===== src/rtl/alu_arbiter.sv =====
// -----------------------------------------------------------------------------
// alu_arbiter
//   Shares one external combinational ALU between two requesters. Requester 0
//   is the main datapath, requester 1 an auxiliary unit. One operation is in
//   flight at a time: IDLE accepts a request, EXEC lets the ALU settle and
//   captures its outputs, and RESP presents the result to the granted requester
//   until that requester consumes it.
//
//   Ports
//     clk, rst                 clock, synchronous active-high reset
//     req_valid/req_ready[1:0] per-requester request handshake (bit i = req i)
//     req_a0/b0/op0            operands and opcode from requester 0
//     req_a1/b1/op1            operands and opcode from requester 1
//     rsp_valid/rsp_ready[1:0] per-requester response handshake
//     rsp_result/zero/err      captured result, zero flag, illegal-op flag
//     alu_a/alu_b/alu_op       registered operand/opcode bus to the ALU
//     alu_result/alu_zero      ALU outputs
// -----------------------------------------------------------------------------
module alu_arbiter #(
    parameter int W   = 32,
    parameter int OPW = 3
) (
    input  logic           clk,
    input  logic           rst,
    input  logic [1:0]     req_valid,
    output logic [1:0]     req_ready,
    input  logic [W-1:0]   req_a0,
    input  logic [W-1:0]   req_a1,
    input  logic [W-1:0]   req_b0,
    input  logic [W-1:0]   req_b1,
    input  logic [OPW-1:0] req_op0,
    input  logic [OPW-1:0] req_op1,
    output logic [1:0]     rsp_valid,
    input  logic [1:0]     rsp_ready,
    output logic [W-1:0]   rsp_result,
    output logic           rsp_zero,
    output logic           rsp_err,
    output logic [W-1:0]   alu_a,
    output logic [W-1:0]   alu_b,
    output logic [OPW-1:0] alu_op,
    input  logic [W-1:0]   alu_result,
    input  logic           alu_zero
);

    typedef enum logic [1:0] {
        IDLE = 2'd0,
        EXEC = 2'd1,
        RESP = 2'd2
    } state_t;

    state_t         state_q, state_d;
    logic           grant_q, grant_d;
    logic           last_grant_q, last_grant_d;
    logic [W-1:0]   a_q, a_d;
    logic [W-1:0]   b_q, b_d;
    logic [OPW-1:0] op_q, op_d;
    logic [W-1:0]   rsp_result_q, rsp_result_d;
    logic           rsp_zero_q, rsp_zero_d;
    logic           rsp_err_q, rsp_err_d;

    // Opcodes x11 (011, 111) have no ALU function assigned.
    function automatic logic op_illegal(input logic [OPW-1:0] op);
        return (op[1:0] == 2'b11);
    endfunction

    // Round-robin pick: a lone requester always wins; on a tie the requester
    // that did not complete last goes next.
    function automatic logic pick_grant(input logic [1:0] vld, input logic last);
        if (vld == 2'b11) begin
            return ~last;
        end
        return vld[1];
    endfunction

    always_comb begin
        state_d      = state_q;
        grant_d      = grant_q;
        last_grant_d = last_grant_q;
        a_d          = a_q;
        b_d          = b_q;
        op_d         = op_q;
        rsp_result_d = rsp_result_q;
        rsp_zero_d   = rsp_zero_q;
        rsp_err_d    = rsp_err_q;
        req_ready    = 2'b00;
        rsp_valid    = 2'b00;

        case (state_q)
            IDLE: begin
                if (req_valid != 2'b00) begin
                    grant_d = pick_grant(req_valid, last_grant_q);
                    req_ready[grant_d] = 1'b1;
                    a_d     = grant_d ? req_a1  : req_a0;
                    b_d     = grant_d ? req_b1  : req_b0;
                    op_d    = grant_d ? req_op1 : req_op0;
                    state_d = EXEC;
                end
            end
            EXEC: begin
                if (op_illegal(op_q)) begin
                    rsp_result_d = '0;
                    rsp_zero_d   = 1'b1;
                    rsp_err_d    = 1'b1;
                end else begin
                    rsp_result_d = alu_result;
                    rsp_zero_d   = alu_zero;
                    rsp_err_d    = 1'b0;
                end
                state_d = RESP;
            end
            RESP: begin
                rsp_valid[grant_q] = 1'b1;
                // Only the granted requester's ready completes the response;
                // last_grant moves here so an in-flight requester cannot
                // jump ahead of a waiting peer.
                if (rsp_ready[grant_q]) begin
                    last_grant_d = grant_q;
                    state_d      = IDLE;
                end
            end
            default: begin
                state_d = IDLE;
            end
        endcase
    end

    always_ff @(posedge clk) begin
        if (rst) begin
            state_q      <= IDLE;
            grant_q      <= 1'b0;
            last_grant_q <= 1'b1;
            a_q          <= '0;
            b_q          <= '0;
            op_q         <= '0;
            rsp_result_q <= '0;
            rsp_zero_q   <= 1'b0;
            rsp_err_q    <= 1'b0;
        end else begin
            state_q      <= state_d;
            grant_q      <= grant_d;
            last_grant_q <= last_grant_d;
            a_q          <= a_d;
            b_q          <= b_d;
            op_q         <= op_d;
            rsp_result_q <= rsp_result_d;
            rsp_zero_q   <= rsp_zero_d;
            rsp_err_q    <= rsp_err_d;
        end
    end

    assign alu_a      = a_q;
    assign alu_b      = b_q;
    assign alu_op     = op_q;
    assign rsp_result = rsp_result_q;
    assign rsp_zero   = rsp_zero_q;
    assign rsp_err    = rsp_err_q;

endmodule


===== config.mk =====
export PLATFORM = sky130hd
export DESIGN_NAME = alu_arbiter
export DESIGN_NICKNAME = d
export VERILOG_FILES = /design/src/rtl/alu_arbiter.sv
export SDC_FILE = /design/constraint.sdc
export NUM_CORES = 1
export LEC_CHECK = 0
export BUFFER_PORTS_ARGS = -buffer_cell sky130_fd_sc_hd__buf_2
export CORE_ASPECT_RATIO = 0.5
export CORE_MARGIN = 1
export CORE_UTILIZATION = 35
export DETAILED_ROUTE_END_ITERATION = 10
export PLACE_DENSITY = 0.7
export SKIP_CTS_REPAIR_TIMING = 1
export SYNTH_ARGS = -nofsm -noshare
export SYNTH_HDL_FRONTEND = slang
export SYNTH_SLANG_ARGS = --single-unit

===== constraint.sdc =====
create_clock -name clk -period 1.51 [get_ports clk]
set_input_delay 0.302 -clock clk [delete_from_list [all_inputs] [get_ports clk]]
set_output_delay 0.302 -clock clk [all_outputs]
set_load 0.02 [all_outputs]

==> impl_metrics.tcl <==
set metrics [dict create \
    status "complete, but fails checks" \
    violations "negative setup slack" \
    drc 0 \
    place_congestion 0.7955 \
    synth_xor_area_frac 0 \
    numPortBuffers 277 \
    critPathMaxFanout 4 \
    finalCriticalPeriod_ns 1.540 \
    syn-num-nets 734 \
    grt_start_max_net_pins 41 \
    skew_ns 0.007633 \
    final_common_cell "buf_2" \
    hpwl_um 10180 \
    p_per_area_nw_per_um2 1160 \
    cp-end-kind "output pin" \
    ys.flop_type "dfxtp_1" \
    cts_buffers 9 \
    worst_slack_ns -0.02966 \
    postRouteAntennaNets 0 \
    crit_required_ns 1.21 \
    vias 5064 \
    worst_path_max_delay_cell "dfxtp_2" \
    nNetsFinal 984 \
    clk_path_buf_depth 2 \
    setup_viol 1 \
    route.met3.wl_um 716 \
    clk_latency_ns 0.34 \
    cp-start-kind "flop" \
    hold_ws_ns 0.2113 \
    dpl_cell_area_sq_um 6243 \
    dr.max_layer_used "met4" \
    ios 278 \
    firstDrtPassIters 4 \
    syn_area_sq_um 4614 \
    min_period_over_period 1.020 \
    leakage_nw 3.059 \
    cts.sinks 105 \
    crit_chain "a21bo_4 > nor3_4 > buf_6" \
    postSynthAreaPerCell_sq_um 8.225 \
    viasPerCell 5.136 \
    synthCells 561 \
    finalWirelength_um 14480 \
    yosys_warnings 0 \
    synth_seq_cells 105 \
    wl_met1_um 6069 \
    core_area_sq_um 12770 \
    irDropWorstVdd_uv 588.8 \
    worstHoldPathType "input pin to flop" \
    routedWlPerCell_um 14.68 \
    total_power_mw 7.674 \
    rows 29 \
    synth.distinct_cells 25 \
    drt_iter0_drc 312 \
    cp.buffers_inverters 1 \
    gr-usage-all-layers 0.2049 \
    arrival_ns 1.24 \
    rsz0062_at_grt "yes" \
    async_flop_share 0 \
    area_growth_pct 43.33 \
    grt_pass1_vias 4733 \
    cts-root-buf "clkbuf_16" \
    drv_cap 0 \
    met2_length_um 7271 \
    synth_mux_area_frac 0.002440 \
    grt_first_pass_wirelength_um 22700 \
    cts_tree "done" \
    worst_pin_slew_ns 0.4919 \
    synth_fa_ha_area_frac 0 \
    initial_core_util 0.3613 \
    synthSimpleGateAreaFrac 0.1871 \
    crit_path_max_incr_delay_ns 0.36 \
    final_layout_size_suffix_gt1_frac 0.4424 \
    synth_edf_count 0 \
    ys_seq_area_frac 0.4555 \
    grt.overflow.total 0 \
    die_y_um 83.19 \
    synth-compound-area-share 0.2915 \
    clk_pin_slew_ns 0.07 \
    hold_violations 0 \
    cts-htree-levels 3 \
    final_area_sq_um 6614 \
    dp_slack_ns -0.04350 \
    synth_top_family_by_area "compound AO/OA/AOI/OAI gates" \
    fp.dieW_um 164.4 \
    final_max_slew_viol_count 0 \
    crit_type "flop to output pin" \
    path_delay_family "flip-flops" \
    layout_common_cells "buf_2 (272), nand2_1 (168), dfxtp_1 (102), a21oi_1 (101), a311oi_1 (38)" \
    n_antenna_cell 0 \
    relSlewSlack 0.6720 \
    fp.dieArea_sq_um 13670 \
    antenna_found_initial 0 \
    timing.fmax_ghz 0.6495 \
]
## power by group
group          switching (mW)  internal (mW)
logic                    1.25          0.832
clock network            1.07           1.30
registers               0.158           3.07
total                    2.47           5.20
## state kept, by name (all words and copies together), names as in the netlist
signal and cells:
rsp_err 1, alu_b 32, grant_q 1, rsp_result 32, alu_a 32, state_q 2
rsp_zero 1, alu_op 3, last_grant_q 1
## worst register-to-register path: cells and delay by family, from the launching register on
kind / cells / cell delay (ns)
simple gates: 1 / 0.16
compound gates: 2 / 0.41
flops: 1 / 0.38
buf+inv: 2 / 0.37
## final cells by class
type,count,area (sq um)
tap,170,212.7
fill,1240,6158
clock inverter,7,77.57
multi-input combinational,392,2268
timing repair buffer,300,1708
inverter,3,11.26
sequential,105,2111
clock buffer,9,225.2
## worst paths after layout
check | start | endpoint | slack [ns] | cells after the start
max | last_grant_q$_SDFFE_PP1P_ | req_ready[1] | -0.03 | 3
min | alu_zero | rsp_zero$_SDFFE_PP0N_ | 0.21 | 3
max reg2reg | state_q[0]$_SDFFE_PP0P_ | alu_b[27]$_SDFFE_PP0P_ | 0.11 | 5
min reg2reg | rsp_result[4]$_SDFFE_PP0N_ | rsp_result[4]$_SDFFE_PP0N_ | 0.45 | 2
## metal layers
| metal | vias up | GRT usage |
|---|---|---|
| met5 | - | 0 |
| met4 | 0 | 0.07673 |
| met3 | 36 | 0.04745 |
| met2 | 162 | 0.3625 |
| met1 | 2379 | 0.2399 |
| li1 | 2487 | - |
## logic make-up (layout without fill, tap and decap cells)
group                  count (synthesis)  count (layout)
and+or+nand+nor                      215             215
AOI/OAI and AO/OA                    176             176
DFF                                  105             105
muxes                                  1               1
buffers and inverters                 64             319
## cells in the mapped netlist (2+ instances only)
cell type / number / area [sq um]
inv_1: 3 / 11.26
a21oi_1: 101 / 505.5
clkbuf_1: 39 / 146.4
buf_6: 4 / 45.04
o21ai_0: 2 / 10.01
dfxtp_1: 105 / 2102
buf_1: 2 / 7.510
nor2b_1: 2 / 12.51
nand3_1: 32 / 160.2
a311oi_2: 30 / 450.4
buf_2: 15 / 75.07
nand2b_1: 2 / 12.51
a311oi_1: 38 / 332.8
nor2_1: 7 / 26.28
nand2_1: 169 / 634.4
## through the flow
| step | util | std cells | TNS, ns |
|---|---|---|---|
| after global routing | 0.5178 | 986 | -0.1366 |
| after global placement | 0.4888 | 968 | 0 |
| after floorplan | - | 561 | -0.07821 |
| after detailed placement | 0.4888 | 968 | -0.08504 |
| final | 0.5178 | 986 | -0.02966 |
| after CTS | 0.5125 | 984 | -0.4437 |
Note: power is estimated with default switching activity, not from simulation.
